`src/rtl/matrix_encoder_sched.sv`:
```
// matrix_encoder_sched
// Sequences NUM_STAGES stage engines for NUM_ROUNDS rounds over a pair of
// ping-pong line banks. Each stage is launched with a one-cycle one-hot pulse,
// its line writes are routed to the destination bank, and after it reports
// done the banks swap and the next stage (or round) is launched.
//
// Ports
//   clk, rst            : clock, asynchronous active-low reset
//   start, abort        : run request (ignored while busy), synchronous cancel
//   busy, done, err     : run in progress, end-of-run pulse, sticky error
//   round, stage_sel    : current round / stage index
//   stage_start         : one-hot launch pulse to the selected stage
//   stage_done/cnt/we/wdata : per-stage status and write port (flat vectors)
//   rd_bank, rd_addr    : source bank select and line address
//   wr_en, wr_bank, wr_addr, wr_data : destination write port
//   result_bank         : bank holding the final state after done
module matrix_encoder_sched #(
    parameter int NUM_STAGES = 5,
    parameter int NUM_ROUNDS = 24,
    parameter int TIMEOUT    = 1023
) (
    input  logic                      clk,
    input  logic                      rst,
    input  logic                      start,
    input  logic                      abort,
    output logic                      busy,
    output logic                      done,
    output logic                      err,
    output logic [4:0]                round,
    output logic [2:0]                stage_sel,
    output logic [NUM_STAGES-1:0]     stage_start,
    input  logic [NUM_STAGES-1:0]     stage_done,
    input  logic [7*NUM_STAGES-1:0]   stage_cnt,
    input  logic [NUM_STAGES-1:0]     stage_we,
    input  logic [25*NUM_STAGES-1:0]  stage_wdata,
    output logic                      rd_bank,
    output logic [5:0]                rd_addr,
    output logic                      wr_en,
    output logic                      wr_bank,
    output logic [5:0]                wr_addr,
    output logic [24:0]               wr_data,
    output logic                      result_bank
);

    localparam int TW = $clog2(TIMEOUT + 1);

    typedef enum logic [2:0] {
        IDLE   = 3'd0,
        LAUNCH = 3'd1,
        WAIT   = 3'd2,
        SWAP   = 3'd3,
        FINISH = 3'd4
    } state_t;

    state_t                  state_r;
    logic                    busy_r;
    logic                    done_r;
    logic                    err_r;
    logic [4:0]              round_r;
    logic [2:0]              stage_sel_r;
    logic [NUM_STAGES-1:0]   stage_start_r;
    logic                    rd_bank_r;
    logic                    result_bank_r;
    logic [6:0]              wr_cnt_r;
    logic [TW-1:0]           to_cnt_r;

    logic                    hit_s;
    logic                    sel_done_s;
    logic                    sel_we_s;
    logic [6:0]              sel_cnt_s;
    logic [24:0]             sel_wdata_s;
    logic                    in_wait_s;

    // One-hot launch vector for a stage index.
    function automatic logic [NUM_STAGES-1:0] onehot(input logic [2:0] idx);
        logic [NUM_STAGES-1:0] v;
        for (int k = 0; k < NUM_STAGES; k++) begin
            v[k] = (idx == 3'(k));
        end
        return v;
    endfunction

    // Select the active stage's status and write port; other stages are masked off.
    always_comb begin
        hit_s       = 1'b0;
        sel_done_s  = 1'b0;
        sel_we_s    = 1'b0;
        sel_cnt_s   = 7'd0;
        sel_wdata_s = 25'd0;
        for (int k = 0; k < NUM_STAGES; k++) begin
            hit_s       = (stage_sel_r == 3'(k));
            sel_done_s  = sel_done_s | (stage_done[k] & hit_s);
            sel_we_s    = sel_we_s | (stage_we[k] & hit_s);
            sel_cnt_s   = sel_cnt_s | (stage_cnt[7*k +: 7] & {7{hit_s}});
            sel_wdata_s = sel_wdata_s | (stage_wdata[25*k +: 25] & {25{hit_s}});
        end
    end

    assign in_wait_s = (state_r == WAIT);

    // The stage reads the line after its current counter; the 7-bit sum wraps to 6 bits.
    assign rd_addr     = in_wait_s ? 6'(sel_cnt_s + 7'd1) : 6'd0;
    assign wr_en       = in_wait_s & sel_we_s;
    assign wr_data     = in_wait_s ? sel_wdata_s : 25'd0;
    assign wr_addr     = wr_cnt_r[5:0];
    assign wr_bank     = ~rd_bank_r;

    assign busy        = busy_r;
    assign done        = done_r;
    assign err         = err_r;
    assign round       = round_r;
    assign stage_sel   = stage_sel_r;
    assign stage_start = stage_start_r;
    assign rd_bank     = rd_bank_r;
    assign result_bank = result_bank_r;

    // Scheduler FSM: launch, wait, swap banks, advance stage/round, finish.
    always_ff @(posedge clk or negedge rst) begin
        if (!rst) begin
            state_r       <= IDLE;
            busy_r        <= 1'b0;
            done_r        <= 1'b0;
            err_r         <= 1'b0;
            round_r       <= 5'd0;
            stage_sel_r   <= 3'd0;
            stage_start_r <= {NUM_STAGES{1'b0}};
            rd_bank_r     <= 1'b0;
            result_bank_r <= 1'b0;
            wr_cnt_r      <= 7'd0;
            to_cnt_r      <= {TW{1'b0}};
        end else begin
            done_r        <= 1'b0;
            stage_start_r <= {NUM_STAGES{1'b0}};
            if ((state_r != IDLE) && abort) begin
                // Cancel wins over everything else, including stage_done.
                state_r <= IDLE;
                busy_r  <= 1'b0;
            end else begin
                case (state_r)
                    IDLE: begin
                        if (start) begin
                            round_r       <= 5'd0;
                            stage_sel_r   <= 3'd0;
                            rd_bank_r     <= 1'b0;
                            err_r         <= 1'b0;
                            stage_start_r <= onehot(3'd0);
                            busy_r        <= 1'b1;
                            state_r       <= LAUNCH;
                        end else begin
                            busy_r        <= 1'b0;
                        end
                    end
                    LAUNCH: begin
                        wr_cnt_r <= 7'd0;
                        to_cnt_r <= {TW{1'b0}};
                        state_r  <= WAIT;
                    end
                    WAIT: begin
                        if (wr_en) begin
                            wr_cnt_r <= wr_cnt_r + 7'd1;
                        end else begin
                            wr_cnt_r <= wr_cnt_r;
                        end
                        if (sel_done_s) begin
                            state_r <= SWAP;
                        end else if (to_cnt_r == TW'(TIMEOUT - 1)) begin
                            // This cycle is the TIMEOUT-th one spent waiting.
                            err_r   <= 1'b1;
                            busy_r  <= 1'b0;
                            state_r <= IDLE;
                        end else begin
                            to_cnt_r <= to_cnt_r + TW'(1);
                        end
                    end
                    SWAP: begin
                        if (wr_cnt_r != 7'd64) begin
                            err_r <= 1'b1;
                        end else begin
                            err_r <= err_r;
                        end
                        rd_bank_r <= ~rd_bank_r;
                        if (stage_sel_r < 3'(NUM_STAGES - 1)) begin
                            stage_sel_r   <= stage_sel_r + 3'd1;
                            stage_start_r <= onehot(stage_sel_r + 3'd1);
                            state_r       <= LAUNCH;
                        end else if (round_r < 5'(NUM_ROUNDS - 1)) begin
                            stage_sel_r   <= 3'd0;
                            round_r       <= round_r + 5'd1;
                            stage_start_r <= onehot(3'd0);
                            state_r       <= LAUNCH;
                        end else begin
                            // done is high for the single FINISH cycle.
                            done_r        <= 1'b1;
                            result_bank_r <= ~rd_bank_r;
                            state_r       <= FINISH;
                        end
                    end
                    FINISH: begin
                        busy_r  <= 1'b0;
                        state_r <= IDLE;
                    end
                    default: begin
                        busy_r  <= 1'b0;
                        state_r <= IDLE;
                    end
                endcase
            end
        end
    end

endmodule

```
`config.mk`:
```
export PLATFORM = sky130hd
export DESIGN_NAME = matrix_encoder_sched
export DESIGN_NICKNAME = d
export VERILOG_FILES = /design/src/rtl/matrix_encoder_sched.sv
export SDC_FILE = /design/constraint.sdc
export NUM_CORES = 1
export LEC_CHECK = 0
export ABC_CLOCK_PERIOD_IN_PS = 3300
export BUFFER_PORTS_ARGS = -buffer_cell sky130_fd_sc_hd__buf_2
export CAP_MARGIN = 20
export CORE_MARGIN = 2
export CORE_UTILIZATION = 30
export DETAILED_ROUTE_END_ITERATION = 8
export HOLD_SLACK_MARGIN = 0.06
export PLACE_DENSITY = 0.71
export SLEW_MARGIN = 10
export SYNTH_ARGS = -nofsm -noshare
export SYNTH_HDL_FRONTEND = slang
export SYNTH_SLANG_ARGS = --single-unit
export TNS_END_PERCENT = 1
```
`constraint.sdc`:
```
create_clock -name clk -period 3.3 [get_ports clk]
set_input_delay 0.33 -clock clk [delete_from_list [all_inputs] [get_ports clk]]
set_output_delay 0.33 -clock clk [all_outputs]
set_load 0.01 [all_outputs]
```
### Yosys cells after proc, flatten, opt, wreduce, memory -nomap -nowiden

Cells that the tools add are included.

* register bits: 38
* input bits: 174

* add/subtract/negate cells: 5
* order comparisons: 2
* eq/ne operators: 27
* mux-type cells: 42
* bitwise logic cells: 41
* reduce and logical (&&, ||, !) cells: 18

Operator list (number)
* $and A25 B25 Y25: 5
* $or A25 B25 Y25: 4
* $and A6 B6 Y6: 5
* $mux W3: 9
* $mux W25: 1
* $mux W5: 5
* $or A6 B6 Y6: 4
* $mux W10: 2
* $pmux W10 S2: 1
* $pmux W5 S2: 2
* $eq A3 B2 Y1 const B: 6
* $mux W1: 14
* $ne A2 B2 Y1 const B: 7
* $pmux W7 S2: 1
* $pmux W3 S4: 1
* $reduce_and A4 Y1: 3
* $and A1 B1 Y1: 11
* $add A10 B1 Y10 const B: 1
* $eq A10 B10 Y1 const B: 1
* $eq A3 B1 Y1 const B: 3
* $logic_not A3 Y1: 3
* $reduce_and A3 Y1: 3
* $or A1 B1 Y1: 8
* $add A7 B1 Y7 const B: 1
* 25 further kinds: 34

### Longest topological paths before layout

Gate-level depths: netlist of run 1.

* depth in word-level cells: 9
* mapped depth: 12
* gate-level depth less buffers: 8

### Least setup slack after synthesis of run 1

Ideal clock, no wire load.

* path type: reg-to-output
* start: register stage_sel_r[2], in the netlist stage_sel[2]
* end: output port rd_addr[5]
* arrival: 2.763 ns
* data required time: 2.970 ns
* setup slack: 0.207 ns
* stages on the path, launching flop included: 12
* cell sequence: dfrtp_1 clkbuf_1 clkbuf_1 inv_1 clkbuf_1 ha_1 clkbuf_1 clkbuf_1 a222oi_1 o21ai_0 or3_1 a21oi_1

* cells in the longest elaborated chain, start to end: 8

Ends and longest elaborated chain
* from (decl): RTL line 60 `logic [2:0] stage_sel_r;`
* from (signal assigned): RTL line 183 `stage_sel_r <= stage_sel_r + 3'd1;`
* $eq A3 B1 Y1 or $logic_not A3 Y1 (tied branches): RTL line 91 `hit_s = (stage_sel_r == 3'(k));`
* $and A6 B6 Y6: RTL line 94 `sel_cnt_s = sel_cnt_s | (stage_cnt[7*k +: 7] & {7{hit_s}});`
* $or A6 B6 Y6 (3 in series): RTL line 94
* $or A6 B6 Y6 *: RTL line 94
* $add A6 B1 Y6 *: RTL line 102 `assign rd_addr = in_wait_s ? 6'(sel_cnt_s + 7'd1) : 6'd0;`
* $mux W6 *: RTL line 102
* to (decl): RTL line 37 `output logic [5:0] rd_addr,`

Mark *: on every way between the ends. The rest lies on a longest branch, timed or not.

### Final worst setup path of run 1

* start: register stage_sel_r[0], in the netlist stage_sel[0]
* end: output port rd_addr[5]

The elaborated chain is that of the path after synthesis.

==> results.toml, run 1 <==
[status]
run_status = "finished clean"

[clock_network]
cts_tree = "built"
cts_buffers = 5
cts_setup_buffers = 0
clock_path_buffers = 2
htreeDepth = 2
cts_root_buffer = "clkbuf_8"
worst_skew_pair.late_latency_ns = 0.29
clk_pin_slew_ns = 0.08
clock-sinks = 38

[setup_path]
crit_path_end_kind = "output port"
crit_path_start_kind = "register"
worstSetupPathType = "reg2out"
worstReg2RegStart = "stage_sel[0]"
crit_chain = "ha_1 > ha_1 > buf_4 > a222oi_1 > o21ai_0 > or3_1 > a21oi_1 > buf_2"
crit_path_max_incr_delay_ns = 0.46
startpoint = "stage_sel[0]"
path_max_fanout = 13
arrival_ns = 2.78
cp_common_cell = "ha_1"
required_ns = 2.97
cp_slowest_cell = "dfrtp_1"
rr_worst_depth = 7

[floorplan]
pin_count = 231
core-area_um2 = 10300
die_area_um2 = 11500
die_x_um = 107
die_h_um = 107
placementRows = 37
start_util_pct = 30.8

[sta]
fmaxAchievable_mhz = 322
clock_skew_ns = 0.00653
hold_viol = 0
fin_setup_tns_ns = 0
setup_violations = 0
worst_pin_slew_ns = 0.866
layout_min_cycle_time_ns = 3.11
slew_headroom_pct = 42.3
fin_crit_sh_pct = 94.2
rsz0062_at_grt = "false"
finalMaxSlewViolations = 0

[pwr]
irDropWorstVdd_mv = 0.278
power_density_nw_per_um2 = 513
finalPower_mw = 2.33
p_leak_nw = 2.35

[logic_synthesis]
synth_flop_cell = "dfrtp_1"
yosysUniqueCellTypes = 49
yosysTopAreaCellShare_pct = 29.9
synth-edff-count = 0
syn-instance-count = 389
synth_nets = 575
synth_seq_cells = 38
synth.largest_area_cell = "dfrtp_1"
avgSynthCellArea_um2 = 8.19
synth_area_um2 = 3180
synth_warnings = 0
ys_top_cells_by_area = "dfrtp_1 (30%), a22oi_1 (9.0%), nand2_1 (5.1%)"
yosysSeqAreaShare_pct = 29.9
async_flop_share_pct = 100

[global_routing]
grt_antenna_before_repair = 1
overflow = 0
grt_max_degree = 39
grtUsageTotal_pct = 21.6
grt_pass1_vias = 3694
grt_pass1_wl_mm = 19.4

[job]
drv_cap = 0

[place]
dpl.hpwl_mm = 10.5
io_buffers = 225
gp_congestion = 0.860
dpl.cell_count = 723

[final_layout]
areaGrowthSynthToFinish_pct = 42.5
layout-drive-gt1-share_pct = 43.3
stdcell_count = 733
final_nets = 781

[route]
wl_mm = 13.1
avgRoutedWirePerCell_um = 17.8
drc = 0
dr.pass1.iters = 9
drt_iter0_drc = 404
ant_nets = 0
avgViaCountPerCell = 5.40
vias = 3956

[min_path]
hold_path.class = "in2async"
==> path summary, 6_finish.rpt <==
kind	end	slack [ns]
worst max-delay path	rd_addr[5]	0.19
worst min-delay path	wr_cnt_r[2]	0.15
worst max register to register	to_cnt_r[6]	0.61
worst min register to register	to_cnt_r[9]	0.48
max in group asynchronous	to_cnt_r[3]	2.61
min in group clk	state_r[2]	0.38
==> layout make-up <==
cell class	count	area, um^2
antenna	1	2.50
timing repair buffer	239	1230
clock buffer	6	82.6
fill	1059	5790
clock inverter	2	60.1
sequential	38	951
inverter	10	37.5
tap	136	170
multi-input combinational	301	2000
==> per-stage QoR <==
stage	instance area [um^2]	hold WS, ns	worst slack, ns	utilization, %
finish	4540	0.147	0.193	43.9
global route	4540	0.210	0.0192	43.9
CTS	4530	0.164	0.138	43.8
detailed placement	4380	0.474	0.490	42.5
global placement	4380	0.463	0.575	42.5
floorplan	3180	0.0344	0.207	-
==> power by group <==
group	internal [mW]	leakage (nW)	switching [mW]
Combinational	0.503	1.76	0.718
Clock	0.323	0.0714	0.170
Sequential	0.525	0.521	0.0884
Total	1.35	2.35	0.976
==> critical path: cells and delay by family (launching register included) <==
kind	cells	cell delay, ns
and+or+nand+nor	1	0.33
AOI/OAI and AO/OA	3	0.63
adders and majority gates	2	0.64
DFF	1	0.46
buffers and inverters	2	0.42
==> sequential cells by signal, summed over array words and instances (netlist names) <==
signal       flops
to_cnt_r        10
wr_cnt_r         7
round            5
stage_start      5
stage_sel        3
state_r          3
busy             1
done             1
err              1
rd_bank          1
result_bank      1
==> synthesized netlist by cell type (4+ instances only) <==
master	count
a222oi_1	12
a22oi_1	38
nor2_1	24
nand2_1	43
nand3_1	16
nand3b_1	6
a32oi_1	6
and3_1	9
nor3_1	9
buf_4	6
o211ai_1	7
xor2_1	9
xnor2_1	5
dfrtp_1	38
a31oi_1	18
ha_1	12
clkbuf_1	29
and2_1	5
inv_1	10
a22o_1	9
nor2b_1	6
a211oi_1	4
a21oi_1	17
o21ai_0	8
mux2i_1	5
==> repair_timing <==
| item | 4_1_cts | 5_1_grt |
|---|---|---|
| resized for setup | 0 | 1 |
| endpoints found under the setup margin | 0 | 1 |
| hold buffers | 0 | 0 |
==> metal layers <==
layer  up-vias  wire, um  share of wire (%)  global-route usage (%)
li1       1888         -                  -                       -
met4         0       277                2.1                    5.19
met3        19      1110                8.5                    5.71
met5         -         0                  0                       0
met1      1854      5120                 39                    27.1
met2       195      6550                 50                    36.9
==> cell usage in the layout, fill, tap and decap left out, types with 12 or more instances in the layout <==
master	n
nand3_1	16
buf_2	226
buf_4	13
dfrtp_1	38
a22oi_1	38
nor2_1	24
a21oi_1	17
a31oi_1	18
nand2_1	43
a222oi_1	12
==> cells by family after synthesis <==
kind of cell / share of synthesized area (%)
AOI/OAI and AO/OA: 31.1
and+or+nand+nor: 20.8
buffers and inverters: 7.35
DFF: 29.9
xor gates and xnor gates: 3.85
adders and majority gates: 4.72
muxes: 2.28
Note: power is estimated with default switching activity, not from simulation.
==> inputs of run 2 (changes only) <==
- ABC_AREA: unset -> 1
- CORE_MARGIN: 2 -> unset
- PLACE_DENSITY: 0.71 -> 0.69
==> run 2 against run 1 <==
The flow now finishes with violations (design-rule violations). Maximum frequency grew 10%. Die area is 10% higher. Via count rose by 11%. First-iteration DRC count fell by 21%. Sequential power fell by 2%. Final area grew 9.8%. Synthesized cell count grew 44%. Clock skew is 0.0018 ns lower. Worst hold slack better by 0.032 ns. Cell count increased by 25%. Global-route usage increased by 0.29 points. Largest power group unchanged.
==> results.toml, run 2 <==
[status]
run_status = "finished, violations left"
violations = "design-rule violations"

[route]
wl_mm = 14.1
avgViaCountPerCell = 4.80
drc = 20
vias = 4400
dr.pass1.iters = 7
drt_iter0_drc = 319
ant_nets = 0
avgRoutedWirePerCell_um = 15.4

[pwr]
p_switching_mw = 1.28
power_density_nw_per_um2 = 535
finalPower_mw = 2.67
p_sw_share_pct = 48.0
seqPwrFrac_pct = 22.5
p_leak_nw = 2.80
pwr-share-clk_pct = 18.1
power_frac_comb_pct = 59.4
irDropWorstVdd_mv = 0.357
internal-power_mw = 1.39

[logic_synthesis]
synth-compound-area-share_pct = 16.7
synthSimpleGateAreaFrac_pct = 39.6
yosysUniqueCellTypes = 36
synth_warnings = 0
synth_top_family_by_area = "simple AND/OR/NAND/NOR gates"
async_flop_share_pct = 100
synth_most_common_cell = "nand2_1"
synth_mux_area_share_pct = 0
yosysSeqAreaShare_pct = 26.1
syn-instance-count = 560
synth.largest_area_cell = "dfrtp_1"
ys_top_cells_by_area = "dfrtp_1 (26%), nand2_1 (23%), a221oi_2 (6.2%)"
synth_seq_cells = 38
synth-edff-count = 0
synth_nets = 746
synthAdderAreaFrac_pct = 4.11
synth_xor_area_share_pct = 2.64
synth_flop_cell = "dfrtp_1"
yosysTopAreaCellShare_pct = 26.1
synth_area_um2 = 3650
yosys-top-cells-count = "nand2_1 (221), inv_1 (43), nand3_1 (41), dfrtp_1 (38), nor2_1 (37)"
avgSynthCellArea_um2 = 6.52

[setup_path]
crit_chain = "inv_1 > ha_1 > nand2_1 > inv_1 > buf_4 > nand2_1 > nand2_1 > a221oi_2 > a21oi_1 > buf_2"
required_ns = 2.97
crit_path_max_incr_delay_ns = 0.43
cp_slowest_cell = "dfrtp_1"
crit_path_end_kind = "output port"
arrival_ns = 2.48
crit_buf_inv = 4
crit_path_start_kind = "register"
path_max_fanout = 28
critPathTopFamily = "buffers and inverters"
cp_common_cell = "nand2_1"
worstSetupPathType = "reg2out"

[clock_network]
ctsResizeCount = 0
worst_skew_pair.late_latency_ns = 0.28
cts_tree = "built"
clock_path_buffers = 2
cts_setup_buffers = 0
cts_buffers = 5
cts.hold.buffers_added = 0
clock-sinks = 38
clk_pin_slew_ns = 0.06
cts_root_buffer = "clkbuf_16"
htreeDepth = 2

[sta]
finalMaxSlewViolations = 0
clock_skew_ns = 0.00472
worst_pin_slew_ns = 0.889
fin_ws_ns = 0.488
rsz0062_at_grt = "false"
fmaxAchievable_mhz = 356
layout_min_cycle_time_ns = 2.81
fin_hold_ws_ns = 0.178
setup_violations = 0
fin_crit_sh_pct = 85.2
slew_headroom_pct = 40.7
fin_setup_tns_ns = 0
hold_viol = 0

[place]
dpl.cell_count = 906
dpl.hpwl_mm = 11.2
place_ws_ns = 0.848
gp_congestion = 0.872
post_dp_cell_area_um2 = 4830
io_buffers = 225

[global_routing]
grt_max_degree = 39
overflow = 0
grtUsageTotal_pct = 21.9
grt_antenna_before_repair = 2
grt_pass1_wl_mm = 21.3
grt_pass1_vias = 4116

[final_layout]
mostFrequentLayoutCells = "buf_2 (225), nand2_1 (221), inv_1 (43), nand3_1 (41), dfrtp_1 (38)"
largest_register_ffs = 10
stdcell_area_um2 = 4980
final_nets = 956
fin_util_pct = 42.9
stdcell_count = 916
reg_top3 = "to_cnt_r: 10 flops, wr_cnt_r: 7 flops"
layout-drive-gt1-share_pct = 38.1
areaGrowthSynthToFinish_pct = 36.5
layout_commonest_cell = "buf_2"
top_register = "to_cnt_r"

[floorplan]
start_util_pct = 31.4
core-area_um2 = 11600
pin_count = 231
die_x_um = 112
die_area_um2 = 12600
placementRows = 39
die_h_um = 112

[min_path]
hold_path.class = "in2async"

[job]
drv_cap = 0
-- run 2: changes by cell type in the layout (fill, tap and decap cells not counted), moves of 12 or more --
cell,change
a31oi_1,-18
a21oi_1,+13
nor2_1,+12
a22oi_1,-38
a222oi_1,-12
nand2_1,+178
nand3_1,+25
a221oi_2,+15
inv_1,+33
-- run 2: layout make-up --
cell class,instances,area (um^2)
clock inverters,1,5.00
repair buffers,234,1190
flip-flops and latches,38,951
well taps,143,179
inverters,52,195
fillers,1242,6630
diodes,2,5.00
multi-input cells,439,2310
clock buffers,7,143
-- run 2: power groups by stage --
stage          Sequential, mW  Combinational (mW)  Clock, mW
4_1_cts                 0.601                1.60      0.501
3_3_place_gp            0.605                1.58          0
2_1_floorplan           0.612                1.08          0
5_1_grt                 0.613                1.76      0.521
3_5_place_dp            0.607                1.59          0
6_report                0.600                1.59      0.483
-- run 2: cells by family (layout without fill, tap and decap cells) --
logic type | count (synthesis) | count (layout)
adders and majority gates | 12 | 12
xor gates and xnor gates | 11 | 11
AOI/OAI and AO/OA | 78 | 78
and+or+nand+nor | 338 | 338
DFF | 38 | 38
buffers and inverters | 83 | 294
other | 0 | 2
-- run 2: worst paths after layout --
path	start	to	slack [ns]	depth (start not counted)
hold / removal	rst	done	0.18	1
max in group asynchronous	rst	to_cnt_r[6]	2.57	1
setup reg to reg	stage_sel[0]	to_cnt_r[8]	0.90	14
setup / recovery	stage_sel[0]	wr_data[16]	0.49	10
hold reg to reg	result_bank	result_bank	0.49	2
min in group clk	start	stage_start[0]	0.32	3
-- run 2: routing by layer --
metal  wire (um)  track usage (%)  up-vias
met4         479             8.89        0
met3        1230             5.99       26
met1        5760             26.4     1953
met5           0                0        -
met2        6630             37.1      184
li1            -                -     2237
